File: src/rtl/uart_debug_loader_if.sv
// rtl/uart_debug_loader_if.sv - UART rx/tx handshake and instruction-memory write bus for the debug loader
//
// Signals:
//   rx_done_tick / rx_data    byte strobe and payload from the UART receiver
//   tx_busy                   UART transmitter busy
//   tx_start / tx_data        byte send request to the UART transmitter
//   imem_wr_en / imem_addr / imem_wr_data   instruction memory write port
// Modports:
//   master  the loader (consumes rx, drives tx and imem)
//   slave   the surrounding UART / memory environment
interface uart_debug_loader_if #(
   parameter int N_BITS_DATA = 8,
   parameter int N_BITS_WORD = 32,
   parameter int N_BITS_ADDR = 10
);
   logic                   rx_done_tick;
   logic [N_BITS_DATA-1:0] rx_data;
   logic                   tx_busy;
   logic                   tx_start;
   logic [N_BITS_DATA-1:0] tx_data;
   logic                   imem_wr_en;
   logic [N_BITS_ADDR-1:0] imem_addr;
   logic [N_BITS_WORD-1:0] imem_wr_data;

   modport master (
      input  rx_done_tick, rx_data, tx_busy,
      output tx_start, tx_data, imem_wr_en, imem_addr, imem_wr_data
   );

   modport slave (
      output rx_done_tick, rx_data, tx_busy,
      input  tx_start, tx_data, imem_wr_en, imem_addr, imem_wr_data
   );
endinterface

File: src/rtl/uart_debug_loader.sv
// rtl/uart_debug_loader.sv - UART debug command decoder and instruction-memory loader
//
// Decodes single-byte commands ('L' load, 'R' run, 'S' step, 'H' halt), assembles
// little-endian instruction words, writes them to instruction memory and answers
// each load with ACK (0x06) or NAK (0x15).
// Optional feature macro: UART_LOADER_CHECKSUM_EN (trailing XOR checksum byte per load).
//
// Ports:
//   clock, reset   system clock, asynchronous active-low reset
//   bus            uart_debug_loader_if.master (rx bytes, tx bytes, imem write)
//   cpu_run        level: CPU free-running
//   cpu_step       one-cycle pulse: execute one instruction
//   load_busy      high whenever the loader FSM is not idle
//   err_pulse      one-cycle pulse: unknown command, timeout or checksum mismatch
module uart_debug_loader #(
   parameter int N_BITS_DATA    = 8,
   parameter int N_BITS_WORD    = 32,
   parameter int N_BITS_ADDR    = 10,
   parameter int TIMEOUT_CYCLES = 1000000
) (
   input  logic                    clock,
   input  logic                    reset,
   uart_debug_loader_if.master     bus,
   output logic                    cpu_run,
   output logic                    cpu_step,
   output logic                    load_busy,
   output logic                    err_pulse
);
   localparam int BYTES = N_BITS_WORD / N_BITS_DATA;
   localparam int BCW   = (BYTES > 1) ? $clog2(BYTES) : 1;
   localparam int TW    = $clog2(TIMEOUT_CYCLES + 1);
   localparam int WL    = N_BITS_DATA + 1;   // word count up to 2^N_BITS_DATA

   localparam logic [N_BITS_DATA-1:0] CMD_L = N_BITS_DATA'(8'h4C);
   localparam logic [N_BITS_DATA-1:0] CMD_R = N_BITS_DATA'(8'h52);
   localparam logic [N_BITS_DATA-1:0] CMD_S = N_BITS_DATA'(8'h53);
   localparam logic [N_BITS_DATA-1:0] CMD_H = N_BITS_DATA'(8'h48);
   localparam logic [N_BITS_DATA-1:0] ACK_B = N_BITS_DATA'(8'h06);
   localparam logic [N_BITS_DATA-1:0] NAK_B = N_BITS_DATA'(8'h15);

   typedef enum logic [2:0] {
      S_IDLE, S_LEN, S_DATA, S_WRITE, S_ACK, S_CHK
   } state_t;

   state_t                 state_q, state_d;
   logic [N_BITS_ADDR-1:0] addr_q, addr_d;
   logic [WL-1:0]          words_q, words_d;
   logic [BCW-1:0]         byte_q, byte_d;
   logic [N_BITS_WORD-1:0] word_q, word_d;
   logic [TW-1:0]          idle_q, idle_d;
   logic [N_BITS_DATA-1:0] tx_data_q, tx_data_d;
   logic                   run_q, run_d;
   logic                   step_q, step_d;
   logic                   err_q, err_d;
   logic                   timeout;
`ifdef UART_LOADER_CHECKSUM_EN
   logic [N_BITS_DATA-1:0] chk_q, chk_d;
`endif

   // A byte arriving on the expiry cycle wins over the timeout.
   assign timeout = (idle_q == TW'(TIMEOUT_CYCLES - 1)) && !bus.rx_done_tick;

   always_ff @(posedge clock or negedge reset) begin
      if (!reset) begin
         state_q   <= S_IDLE;
         addr_q    <= '0;
         words_q   <= '0;
         byte_q    <= '0;
         word_q    <= '0;
         idle_q    <= '0;
         tx_data_q <= '0;
         run_q     <= 1'b0;
         step_q    <= 1'b0;
         err_q     <= 1'b0;
`ifdef UART_LOADER_CHECKSUM_EN
         chk_q     <= '0;
`endif
      end else begin
         state_q   <= state_d;
         addr_q    <= addr_d;
         words_q   <= words_d;
         byte_q    <= byte_d;
         word_q    <= word_d;
         idle_q    <= idle_d;
         tx_data_q <= tx_data_d;
         run_q     <= run_d;
         step_q    <= step_d;
         err_q     <= err_d;
`ifdef UART_LOADER_CHECKSUM_EN
         chk_q     <= chk_d;
`endif
      end
   end

   always_comb begin
      state_d   = state_q;
      addr_d    = addr_q;
      words_d   = words_q;
      byte_d    = byte_q;
      word_d    = word_q;
      idle_d    = '0;
      tx_data_d = tx_data_q;
      run_d     = run_q;
      step_d    = 1'b0;
      err_d     = 1'b0;
`ifdef UART_LOADER_CHECKSUM_EN
      chk_d     = chk_q;
`endif
      case (state_q)
         S_IDLE: begin
            if (bus.rx_done_tick) begin
               case (bus.rx_data)
                  CMD_L: begin
                     run_d   = 1'b0;
                     state_d = S_LEN;
                  end
                  CMD_R:   run_d  = 1'b1;
                  CMD_S:   step_d = !run_q;
                  CMD_H:   run_d  = 1'b0;
                  default: err_d  = 1'b1;
               endcase
            end
         end
         S_LEN: begin
            if (bus.rx_done_tick) begin
               words_d = (bus.rx_data == '0) ? WL'(1 << N_BITS_DATA) : WL'(bus.rx_data);
               addr_d  = '0;
               byte_d  = '0;
`ifdef UART_LOADER_CHECKSUM_EN
               chk_d   = '0;
`endif
               state_d = S_DATA;
            end else if (timeout) begin
               err_d     = 1'b1;
               tx_data_d = NAK_B;
               state_d   = S_ACK;
            end else begin
               idle_d = idle_q + TW'(1);
            end
         end
         S_DATA: begin
            if (bus.rx_done_tick) begin
               // Shift in from the top so byte 0 ends up in the lowest lane.
               word_d = {bus.rx_data, word_q[N_BITS_WORD-1:N_BITS_DATA]};
`ifdef UART_LOADER_CHECKSUM_EN
               chk_d  = chk_q ^ bus.rx_data;
`endif
               if (byte_q == BCW'(BYTES - 1)) begin
                  byte_d  = '0;
                  state_d = S_WRITE;
               end else begin
                  byte_d = byte_q + BCW'(1);
               end
            end else if (timeout) begin
               err_d     = 1'b1;
               byte_d    = '0;
               tx_data_d = NAK_B;
               state_d   = S_ACK;
            end else begin
               idle_d = idle_q + TW'(1);
            end
         end
         S_WRITE: begin
            addr_d  = addr_q + N_BITS_ADDR'(1);
            words_d = words_q - WL'(1);
            if (words_q == WL'(1)) begin
`ifdef UART_LOADER_CHECKSUM_EN
               state_d = S_CHK;
`else
               tx_data_d = ACK_B;
               state_d   = S_ACK;
`endif
            end else begin
               state_d = S_DATA;
            end
         end
         S_CHK: begin
`ifdef UART_LOADER_CHECKSUM_EN
            if (bus.rx_done_tick) begin
               if (bus.rx_data == chk_q) begin
                  tx_data_d = ACK_B;
               end else begin
                  err_d     = 1'b1;
                  tx_data_d = NAK_B;
               end
               state_d = S_ACK;
            end else if (timeout) begin
               err_d     = 1'b1;
               tx_data_d = NAK_B;
               state_d   = S_ACK;
            end else begin
               idle_d = idle_q + TW'(1);
            end
`else
            state_d = S_IDLE;
`endif
         end
         S_ACK: begin
            if (!bus.tx_busy) state_d = S_IDLE;
         end
         default: state_d = S_IDLE;
      endcase
   end

   assign bus.imem_wr_en   = (state_q == S_WRITE);
   assign bus.imem_addr    = addr_q;
   assign bus.imem_wr_data = word_q;
   assign bus.tx_start     = (state_q == S_ACK) && !bus.tx_busy;
   assign bus.tx_data      = tx_data_q;
   assign cpu_run          = run_q;
   assign cpu_step         = step_q;
   assign err_pulse        = err_q;
   assign load_busy        = (state_q != S_IDLE);
endmodule
File: src/flat_wrapper.sv
// flat-port wrapper written by rule: the top's interface ports become plain ports
module uart_debug_loader_flat 
#(
   parameter int N_BITS_DATA    = 8,
   parameter int N_BITS_WORD    = 32,
   parameter int N_BITS_ADDR    = 10,
   parameter int TIMEOUT_CYCLES = 1000000
)
  (clock, reset, cpu_run, cpu_step, load_busy, err_pulse, bus_rx_done_tick, bus_rx_data, bus_tx_busy, bus_tx_start, bus_tx_data, bus_imem_wr_en, bus_imem_addr, bus_imem_wr_data);
  uart_debug_loader_if #(.N_BITS_DATA(N_BITS_DATA), .N_BITS_WORD(N_BITS_WORD), .N_BITS_ADDR(N_BITS_ADDR)) bus_i ();
  input  logic clock;
  input  logic reset;
  output logic cpu_run;
  output logic cpu_step;
  output logic load_busy;
  output logic err_pulse;
  input wire logic [$bits(bus_i.rx_done_tick)-1:0] bus_rx_done_tick;
  input wire logic [$bits(bus_i.rx_data)-1:0] bus_rx_data;
  input wire logic [$bits(bus_i.tx_busy)-1:0] bus_tx_busy;
  output wire logic [$bits(bus_i.tx_start)-1:0] bus_tx_start;
  output wire logic [$bits(bus_i.tx_data)-1:0] bus_tx_data;
  output wire logic [$bits(bus_i.imem_wr_en)-1:0] bus_imem_wr_en;
  output wire logic [$bits(bus_i.imem_addr)-1:0] bus_imem_addr;
  output wire logic [$bits(bus_i.imem_wr_data)-1:0] bus_imem_wr_data;
  assign bus_i.rx_done_tick = bus_rx_done_tick;
  assign bus_i.rx_data = bus_rx_data;
  assign bus_i.tx_busy = bus_tx_busy;
  assign bus_tx_start = bus_i.tx_start;
  assign bus_tx_data = bus_i.tx_data;
  assign bus_imem_wr_en = bus_i.imem_wr_en;
  assign bus_imem_addr = bus_i.imem_addr;
  assign bus_imem_wr_data = bus_i.imem_wr_data;
  uart_debug_loader #(.N_BITS_DATA(N_BITS_DATA), .N_BITS_WORD(N_BITS_WORD), .N_BITS_ADDR(N_BITS_ADDR), .TIMEOUT_CYCLES(TIMEOUT_CYCLES)) u_core (.clock(clock), .reset(reset), .bus(bus_i), .cpu_run(cpu_run), .cpu_step(cpu_step), .load_busy(load_busy), .err_pulse(err_pulse));
endmodule
File: config.mk
export PLATFORM = sky130hd
export DESIGN_NAME = uart_debug_loader_flat
export DESIGN_NICKNAME = d
export VERILOG_FILES = /design/src/rtl/uart_debug_loader_if.sv /design/src/rtl/uart_debug_loader.sv /design/src/flat_wrapper.sv
export SDC_FILE = /design/constraint.sdc
export NUM_CORES = 1
export LEC_CHECK = 0
export BUFFER_PORTS_ARGS = -buffer_cell sky130_fd_sc_hd__buf_2
export CAP_MARGIN = 20
export CORE_MARGIN = 3
export CORE_UTILIZATION = 25
export CTS_BUF_LIST = sky130_fd_sc_hd__clkbuf_4
export CTS_CLUSTER_SIZE = 14
export DETAILED_ROUTE_END_ITERATION = 6
export PLACE_DENSITY = 0.42
export SLEW_MARGIN = 20
export SYNTH_ARGS = -nofsm -noshare
export SYNTH_HDL_FRONTEND = slang
export SYNTH_SLANG_ARGS = --single-unit
File: constraint.sdc
create_clock -name clock -period 4.2 [get_ports clock]
set_clock_uncertainty 0.2 [all_clocks]
set_input_delay 0.84 -clock clock [delete_from_list [all_inputs] [get_ports clock]]
set_output_delay 0.84 -clock clock [all_outputs]
set_load 0.03 [all_outputs]
==> results of run 1 <==
kinds of logic (layout without fill, tap and decap cells):
logic type | after synthesis | count (layout)
xor gates and xnor gates | 15 | 15
adders and majority gates | 5 | 5
AOI/OAI and AO/OA | 48 | 48
buffers and inverters | 36 | 96
muxes | 38 | 38
DFF | 82 | 82
and+or+nand+nor | 142 | 142
other | 1 | 4
layer usage:
metal  wire (um)  GRT usage [%]
met1        4670           15.7
met5           7              0
met3         389           2.87
met2        4240           17.1
met4         159           4.73
cell type report:
| class | count | area (um2) | area share (%) |
|---|---|---|---|
| clock inverter | 7 | 57.6 | 1.26 |
| inverter | 13 | 48.8 | 1.07 |
| tap | 211 | 264 | 5.76 |
| multi-input combinational | 252 | 1740 | 38.0 |
| clock buffer | 9 | 67.6 | 1.48 |
| timing repair buffer | 67 | 348 | 7.59 |
| sequential | 82 | 2050 | 44.8 |
power by group:
group          total (mW)  switching (mW)  internal (mW)  leakage [nW]
Clock               0.450           0.319          0.131        0.0653
Combinational       0.929           0.603          0.327         0.906
Sequential           1.21           0.208           1.00          1.07
Total                2.59            1.13           1.46          2.04
registers in the layout (all words and copies together), names as in the netlist:
signal / count
u_core.bus.tx_data: 3
u_core.cpu_run: 1
u_core.idle_q: 20
u_core.byte_q: 2
u_core.bus.imem_addr: 10
u_core.err_pulse: 1
u_core.state_q: 3
u_core.cpu_step: 1
u_core.bus.imem_wr_data: 32
u_core.words_q: 9
placed cells by master, fill, tap and decap left out, drive strengths merged, types with 8 or more instances in the layout:
| cell | n |
|---|---|
| nor4 | 10 |
| buf | 67 |
| dfrtp | 82 |
| nor2 | 35 |
| o21ai | 15 |
| nand3 | 11 |
| inv | 17 |
| xnor2 | 11 |
| clkbuf | 9 |
| nand2 | 31 |
| or3 | 8 |
| nand4 | 12 |
| mux2 | 32 |
metrics by stage:
stage / hold WS, ns / cell area (um2) / power (mW) / setup slack (ns)
global route: 0.278 / 4580 / 2.77 / 0.630
floorplan: 0.252 / 3960 / 1.85 / 1.28
global placement: 0.270 / 4460 / 2.16 / 1.39
finish: 0.253 / 4580 / 2.59 / 0.890
detailed placement: 0.271 / 4460 / 2.18 / 1.36
CTS: 0.277 / 4580 / 2.64 / 0.841
worst paths after layout:
kind	from	to	slack, ns	cells past startpoint
hold reg to reg	u_core.cpu_run	u_core.cpu_step	0.28	1
hold / removal	reset	u_core.bus.imem_addr[6]	0.25	1
setup reg to reg	u_core.idle_q[0]	u_core.idle_q[16]	1.54	5
setup / recovery	u_core.state_q[0]	bus_imem_wr_en	0.89	3
min in group clock	u_core.cpu_run	u_core.cpu_step	0.28	1
max in group asynchronous	reset	u_core.bus.imem_wr_data[25]	2.75	2
worst max-delay path: cells and delay by family (launching register included):
kind	cells	cell delay (ns)
buffers and inverters	2	0.79
DFF	1	0.61
and+or+nand+nor	1	0.42
==> flow_summary_export.csv, run 1 <==
group,metric,value,unit
critical_path,cp.arrival,2.27,ns
cells_and_area,fillers,1634,
place,gp_congestion,0.740,
die,core-area,0.0153,mm2
yosys,yosysTopAreaCellShare,52.0,%
global_routing,grt.overflow.total,0,
yosys,synth_xor_xnor_area_share,3.33,%
timing,rsz0062_at_grt,"no",
clock_tree,cts_buffers,9,
die,dieWidth,132,um
cells_and_area,syn2layout_area_growth,16.0,%
yosys,synth_cell_types,55,
route,via_per_inst,4.59,
critical_path,critPathCaptureType,"output port",
place,dp.cells,625,
die,die_h,132,um
critical_path,critPathKind,"register to output port",
yosys,ys_top_cells_by_area,"dfrtp_1, mux2_2, nor2_1, nand2_1, xnor2_1",
yosys,synth_simple_gate_area_share,19.6,%
clock_tree,clkSlewWorstSetupHoldPaths,0.16,ns
clock_tree,cts_tree,"built",
route,drt_iter0_markers,184,
die,rows,45,
critical_path,critPathLaunchType,"register",
cells_and_area,fin_util,29.9,%
timing,worst_pin_slew,0.856,ns
yosys,synthArstFlopShare,100,%
yosys,synth_top_family_by_area,"simple AND/OR/NAND/NOR gates",
critical_path,slowest_delay,0.61,ns
timing,hold_viol,0,
pwr,peakVddDrop,163,uV
yosys,synth_top_area_cell,"dfrtp_1",
timing,setup_tns,0,ns
route,drc,0,
pwr,p_leak,2.04,nW
clock_tree,clkSinkCount,82,
cells_and_area,drive_above_1_share,28.8,%
die,io_pins,68,
route,dr.pass1.iters,4,
yosys,synth_mux_area_share,10.6,%
route,wl_per_cell,14.8,um
yosys,syn_inst,367,
critical_path,required,3.16,ns
min_path,hold_path_class,"input port to async pin",
cells_and_area,instances_no_fill,641,
clock_tree,clock_insertion_delay_worst_skew,0.46,ns
timing,finalCriticalPeriod,3.31,ns
yosys,avgSynthCellArea,10.8,um2
critical_path,crit_slowest_cell,"dfrtp_1",
cells_and_area,insertedDiodeCount,0,
clock_tree,cts_setup_buffers,0,
global_routing,grt_max_degree,66,
yosys,synth_ff_type,"dfrtp_1",
route,totalWireLength,9470,um
yosys,yosys_warnings,0,
die,die-area,0.0173,mm2
yosys,synth_seq_area_share,52.0,%
place,post-dp-hpwl,6560,um
yosys,synthMostInstantiatedCell,"dfrtp_1",
global_routing,grt_pass1_vias,2982,
critical_path,crit_fanout,15,
clock_tree,hold_buffers,0,
timing,slew_violations,0,
route,antenna_left,0,
die,initial_core_util,25.8,%
global_routing,track_usage,11.4,%
yosys,synthAdderAreaFrac,1.58,%
yosys,ys_ff_latch,82,
clock_tree,cts-root-buf,"clkbuf_4",
flow_run,maxCapViolCount,0,
timing,fmax,302,MHz
global_routing,antenna_found_initial,1,
outcome,status,"completed",
clock_tree,cts_max_path_buffers,2,
yosys,synth-compound-area-share,8.43,%
timing,finalCritPeriodShare,78.8,%
timing,slew_headroom,42.9,%
cells_and_area,nNetsFinal,442,
yosys,synth_edf_count,0,
route,vias,2943,
critical_path,path_cells,"nand3b_1 > inv_1 > buf_2",
clock_tree,h-tree-depth,3,
yosys,ys_top_cells_by_count,"dfrtp_1, nor2_1, mux2_2",
pwr,power.density,565,mW/mm2
place,portBuffers,63,
timing,setup_viol,0,
yosys,synth_area,0.00395,mm2
global_routing,grt_pass1_wl,16100,um
clock_tree,ctsResizeCount,0,
Note: power is estimated with default switching activity, not from simulation.
==> inputs of run 2 (changes only) <==
==> constraint.sdc (replaced) <==
create_clock -name clock -period 3.11 [get_ports clock]
set_clock_uncertainty 0.2 [all_clocks]
set_input_delay 0.622 -clock clock [delete_from_list [all_inputs] [get_ports clock]]
set_output_delay 0.622 -clock clock [all_outputs]
set_load 0.03 [all_outputs]
==> flow_summary_export.csv, run 2 (synthesis results as in run 1) <==
group,metric,value,unit
timing,setup_tns,0,ns
pwr,p_leak,2.06,nW
timing,finalCriticalPeriod,2.57,ns
cells_and_area,nNetsFinal,446,
die,rows,45,
global_routing,grt_pass1_wl,15500,um
place,dp.cells,628,
clock_tree,cts_max_path_buffers,2,
route,drt_iter0_markers,188,
timing,finalCritPeriodShare,82.7,%
clock_tree,clkSlewWorstSetupHoldPaths,0.13,ns
flow_run,maxCapViolCount,0,
timing,rsz0062_at_grt,"no",
clock_tree,clkSinkCount,82,
cells_and_area,largest_reg_flops,32,
clock_tree,clock_insertion_delay_worst_skew,0.45,ns
pwr,power.density,742,mW/mm2
die,die-area,0.0173,mm2
route,wl_per_cell,14.2,um
route,totalWireLength,9160,um
clock_tree,cts_tree,"built",
global_routing,grt_max_degree,49,
cells_and_area,layout_commonest_cell,"dfrtp_1",
timing,slew_violations,0,
route,drc,0,
timing,slew_headroom,62.0,%
timing,hold_viol,0,
clock_tree,cts-root-buf,"clkbuf_4",
critical_path,critPathCaptureType,"output port",
cells_and_area,insertedDiodeCount,0,
critical_path,cp.arrival,1.75,ns
die,core-area,0.0153,mm2
route,vias,3006,
global_routing,grt_pass1_vias,3026,
critical_path,critPathLaunchType,"register",
timing,fmax,389,MHz
cells_and_area,syn2layout_area_growth,16.6,%
place,portBuffers,63,
outcome,status,"completed",
timing,setup_viol,0,
die,initial_core_util,25.8,%
place,post-dp-hpwl,6580,um
die,dieWidth,132,um
critical_path,crit_fanout,14,
route,via_per_inst,4.67,
clock_tree,h-tree-depth,3,
cells_and_area,layout_common_cells,"dfrtp_1, buf_2, nor2_1",
place,gp_congestion,0.745,
min_path,hold_path_class,"input port to register",
cells_and_area,instances_no_fill,644,
global_routing,grt.overflow.total,0,
die,io_pins,68,
die,die_h,132,um
route,antenna_left,0,
clock_tree,cts_buffers,9,
global_routing,track_usage,11.0,%
global_routing,antenna_found_initial,1,
critical_path,required,2.29,ns
route,dr.pass1.iters,4,
cells_and_area,drive_above_1_share,28.6,%
pwr,peakVddDrop,219,uV
timing,worst_pin_slew,0.568,ns
critical_path,critPathKind,"register to output port",
[run 2: critical path, cell delays in order, from the launching register on]
cell,delay [ns]
dfrtp_1,0.61
nand3b_1,0.15
inv_1,0.27
buf_2,0.27
[run 2: area by class of cell]
cell class              count  area [um2]
fillers                  1613       10700
flip-flops and latches     82        2050
multi-input cells         252        1740
repair buffers             71         393
well taps                 211         264
clock buffers               9        67.6
inverters                  13        48.8
clock inverters             6        35.0
[run 2: final timing paths]
path,startpoint,endpoint,slack (ns),cells after the start
setup / recovery,u_core.state_q[0],bus_imem_wr_en,0.54,3
hold / removal,bus_rx_data[4],u_core.words_q[4],0.24,2
setup reg to reg,u_core.idle_q[0],u_core.byte_q[1],0.67,5
hold reg to reg,u_core.idle_q[0],u_core.idle_q[0],0.29,1
max in group asynchronous,reset,u_core.idle_q[16],1.63,3
min in group asynchronous,reset,u_core.bus.imem_addr[9],0.45,2
[run 2: stage by stage]
| stage | setup WS, ns | util (%) | cell area, um2 | power, mW | hold WS (ns) |
|---|---|---|---|---|---|
| 6_report | 0.539 | 30.1 | 4600 | 3.41 | 0.240 |
| 5_1_grt | 0.391 | 30.1 | 4600 | 3.67 | 0.212 |
| 4_1_cts | 0.471 | 30.1 | 4600 | 3.49 | 0.188 |
| 2_1_floorplan | 0.614 | - | 3960 | 2.50 | 0.126 |
| 3_5_place_dp | 0.503 | 29.3 | 4490 | 2.94 | 0.285 |
| 3_3_place_gp | 0.530 | 29.3 | 4490 | 2.93 | 0.259 |
[run 2: layer usage]
metal  global-route usage [%]  wire (um)  up-vias
li1                         -          -     1455
met1                     14.0       4220     1464
met2                     17.4       4330       72
met3                     3.91        469       13
met4                     3.73        121        2
met5                        0         12        -
[run 2: repair_timing]
item                      4_1_cts  5_1_grt
setup buffers                   0        0
gates resized for setup         0        0
hold buffers                    1        0
hold endpoints to repair       34        0
[run 2: power breakdown]
group / internal (mW) / switching [mW] / total [mW]
clock network: 0.155 / 0.370 / 0.525
registers: 1.35 / 0.284 / 1.64
logic: 0.446 / 0.806 / 1.25
total: 1.95 / 1.46 / 3.41
==> inputs of run 3 (changes only) <==
==> constraint.sdc (replaced) <==
create_clock -name clock -period 2.5 [get_ports clock]
set_clock_uncertainty 0.2 [all_clocks]
set_input_delay 0.5 -clock clock [delete_from_list [all_inputs] [get_ports clock]]
set_output_delay 0.5 -clock clock [all_outputs]
set_load 0.03 [all_outputs]
==> flow_summary_export.csv, run 3 (synthesis results as in run 1) <==
group,metric,value,unit
outcome,status,"completed",
clock_tree,cts_max_path_buffers,2,
route,antenna_left,0,
critical_path,critPathKind,"register to output port",
clock_tree,cts-root-buf,"clkbuf_4",
cells_and_area,fillers,1661,
clock_tree,clkSlewWorstSetupHoldPaths,0.14,ns
global_routing,grt_max_degree,58,
global_routing,grt_pass1_wl,15700,um
global_routing,antenna_found_initial,1,
die,dieWidth,132,um
global_routing,grt_pass1_vias,2960,
critical_path,crit_fanout,8,
clock_tree,cts_setup_buffers,0,
critical_path,path_cells,"buf_4 > or3_1 > buf_2",
timing,setup_tns,0,ns
timing,slew_headroom,55.4,%
clock_tree,cts_buffers,9,
timing,worst_pin_slew,0.659,ns
route,via_per_inst,4.63,
route,dr.pass1.iters,4,
route,totalWireLength,9360,um
timing,fmax,420,MHz
die,initial_core_util,25.8,%
critical_path,slowest_delay,0.49,ns
place,portBuffers,63,
timing,hold_viol,0,
die,core-area,0.0153,mm2
critical_path,critPathLaunchType,"register",
die,rows,45,
global_routing,track_usage,11.2,%
global_routing,grt.overflow.total,0,
cells_and_area,layout_commonest_cell,"dfrtp_1",
die,die-area,0.0173,mm2
cells_and_area,instances_no_fill,654,
timing,setup_viol,0,
clock_tree,cts_tree,"built",
critical_path,required,1.80,ns
place,gp_congestion,0.796,
timing,finalCritPeriodShare,95.1,%
route,drt_iter0_markers,138,
cells_and_area,layout_common_cells,"dfrtp_1, buf_2, nor2_1",
critical_path,crit_slowest_cell,"dfrtp_1",
die,io_pins,68,
die,die_h,132,um
pwr,p_total,4.30,mW
cells_and_area,largest_reg_flops,32,
clock_tree,h-tree-depth,3,
clock_tree,clkSinkCount,82,
critical_path,critPathCaptureType,"output port",
timing,slew_violations,0,
cells_and_area,nNetsFinal,455,
cells_and_area,drive_above_1_share,30.7,%
critical_path,cp.arrival,1.68,ns
flow_run,maxCapViolCount,0,
cells_and_area,syn2layout_area_growth,19.5,%
place,post-dp-hpwl,6670,um
min_path,hold_path_class,"input port to register",
cells_and_area,insertedDiodeCount,0,
timing,rsz0062_at_grt,"no",
place,dp.cells,637,
pwr,p_leak,2.11,nW
pwr,power.density,912,mW/mm2
route,vias,3026,
route,wl_per_cell,14.3,um
clock_tree,clock_insertion_delay_worst_skew,0.44,ns
timing,finalCriticalPeriod,2.38,ns
pwr,peakVddDrop,266,uV
route,drc,0,
-- run 3: cell types whose count changed in the layout (fill, tap and decap cells not counted) --
cell,previous run,this run
inv_1,13,12
buf_4,7,15
inv_6,0,1
inv_2,0,1
clkinvlp_4,0,1
buf_2,62,61
clkinv_2,2,0
buf_12,1,3
nor4b_2,0,1
nor4b_1,5,4
clkbuf_4,9,10
-- run 3: report_power, final --
group | leakage, nW | internal [mW] | switching (mW)
clock network | 0.0621 | 0.216 | 0.473
registers | 1.07 | 1.68 | 0.340
logic | 0.977 | 0.573 | 1.02
-- run 3: path summary, 6_finish.rpt --
check                                  startpoint                           to  slack [ns]  cells past startpoint
worst max-delay path            u_core.state_q[1]                    load_busy        0.12                      3
worst min-delay path               bus_rx_data[4]  u_core.bus.imem_wr_data[28]        0.12                      2
worst max register to register   u_core.idle_q[0]             u_core.byte_q[1]        0.16                      5
worst min register to register     u_core.cpu_run              u_core.cpu_step        0.29                      1
max in group asynchronous                   reset  u_core.bus.imem_wr_data[10]        1.17                      3
min in group asynchronous                   reset      u_core.bus.imem_addr[9]        0.28                      2
-- run 3: metal layers --
metal  wire length [um]  up-vias  global-route usage, %
met3                408       13                   2.99
met4                165        2                   4.73
met5                 13        -                      0
li1                   -     1464                      -
met2               4200       64                   16.5
met1               4580     1483                   15.4
-- run 3: area by class of cell --
| cell class | count | area [um2] | share of cell area [%] |
|---|---|---|---|
| flip-flops and latches | 82 | 2050 | 43.5 |
| multi-input cells | 252 | 1750 | 37.1 |
| repair buffers | 80 | 488 | 10.3 |
| well taps | 211 | 264 | 5.60 |
| clock buffers | 10 | 75.1 | 1.59 |
| inverters | 13 | 48.8 | 1.03 |
| clock inverters | 6 | 41.3 | 0.875 |
-- run 3: critical path, delay by kind of cell (launching register included) --
kind | cells | cell delay [ns]
and+or+nand+nor | 1 | 0.37
DFF | 1 | 0.49
buffers and inverters | 2 | 0.39
-- run 3: per-stage QoR --
step	cell area (um2)	worst slack (ns)	utilization (%)	hold WS, ns
final	4720	0.121	30.8	0.123
after global placement	4580	0.0670	29.9	0.242
after floorplan	3960	0.126	-	0.00441
after CTS	4720	0.0438	30.8	0.0667
after detailed placement	4580	0.0196	29.9	0.244
after global routing	4720	0.00306	30.8	0.0851
-- run 3: what timing repair did --
item | 4_1_cts | 5_1_grt
endpoints found under the setup margin | 2 | 0
hold buffers | 1 | 0
gates resized for setup | 3 | 0
hold endpoints to repair | 25 | 0
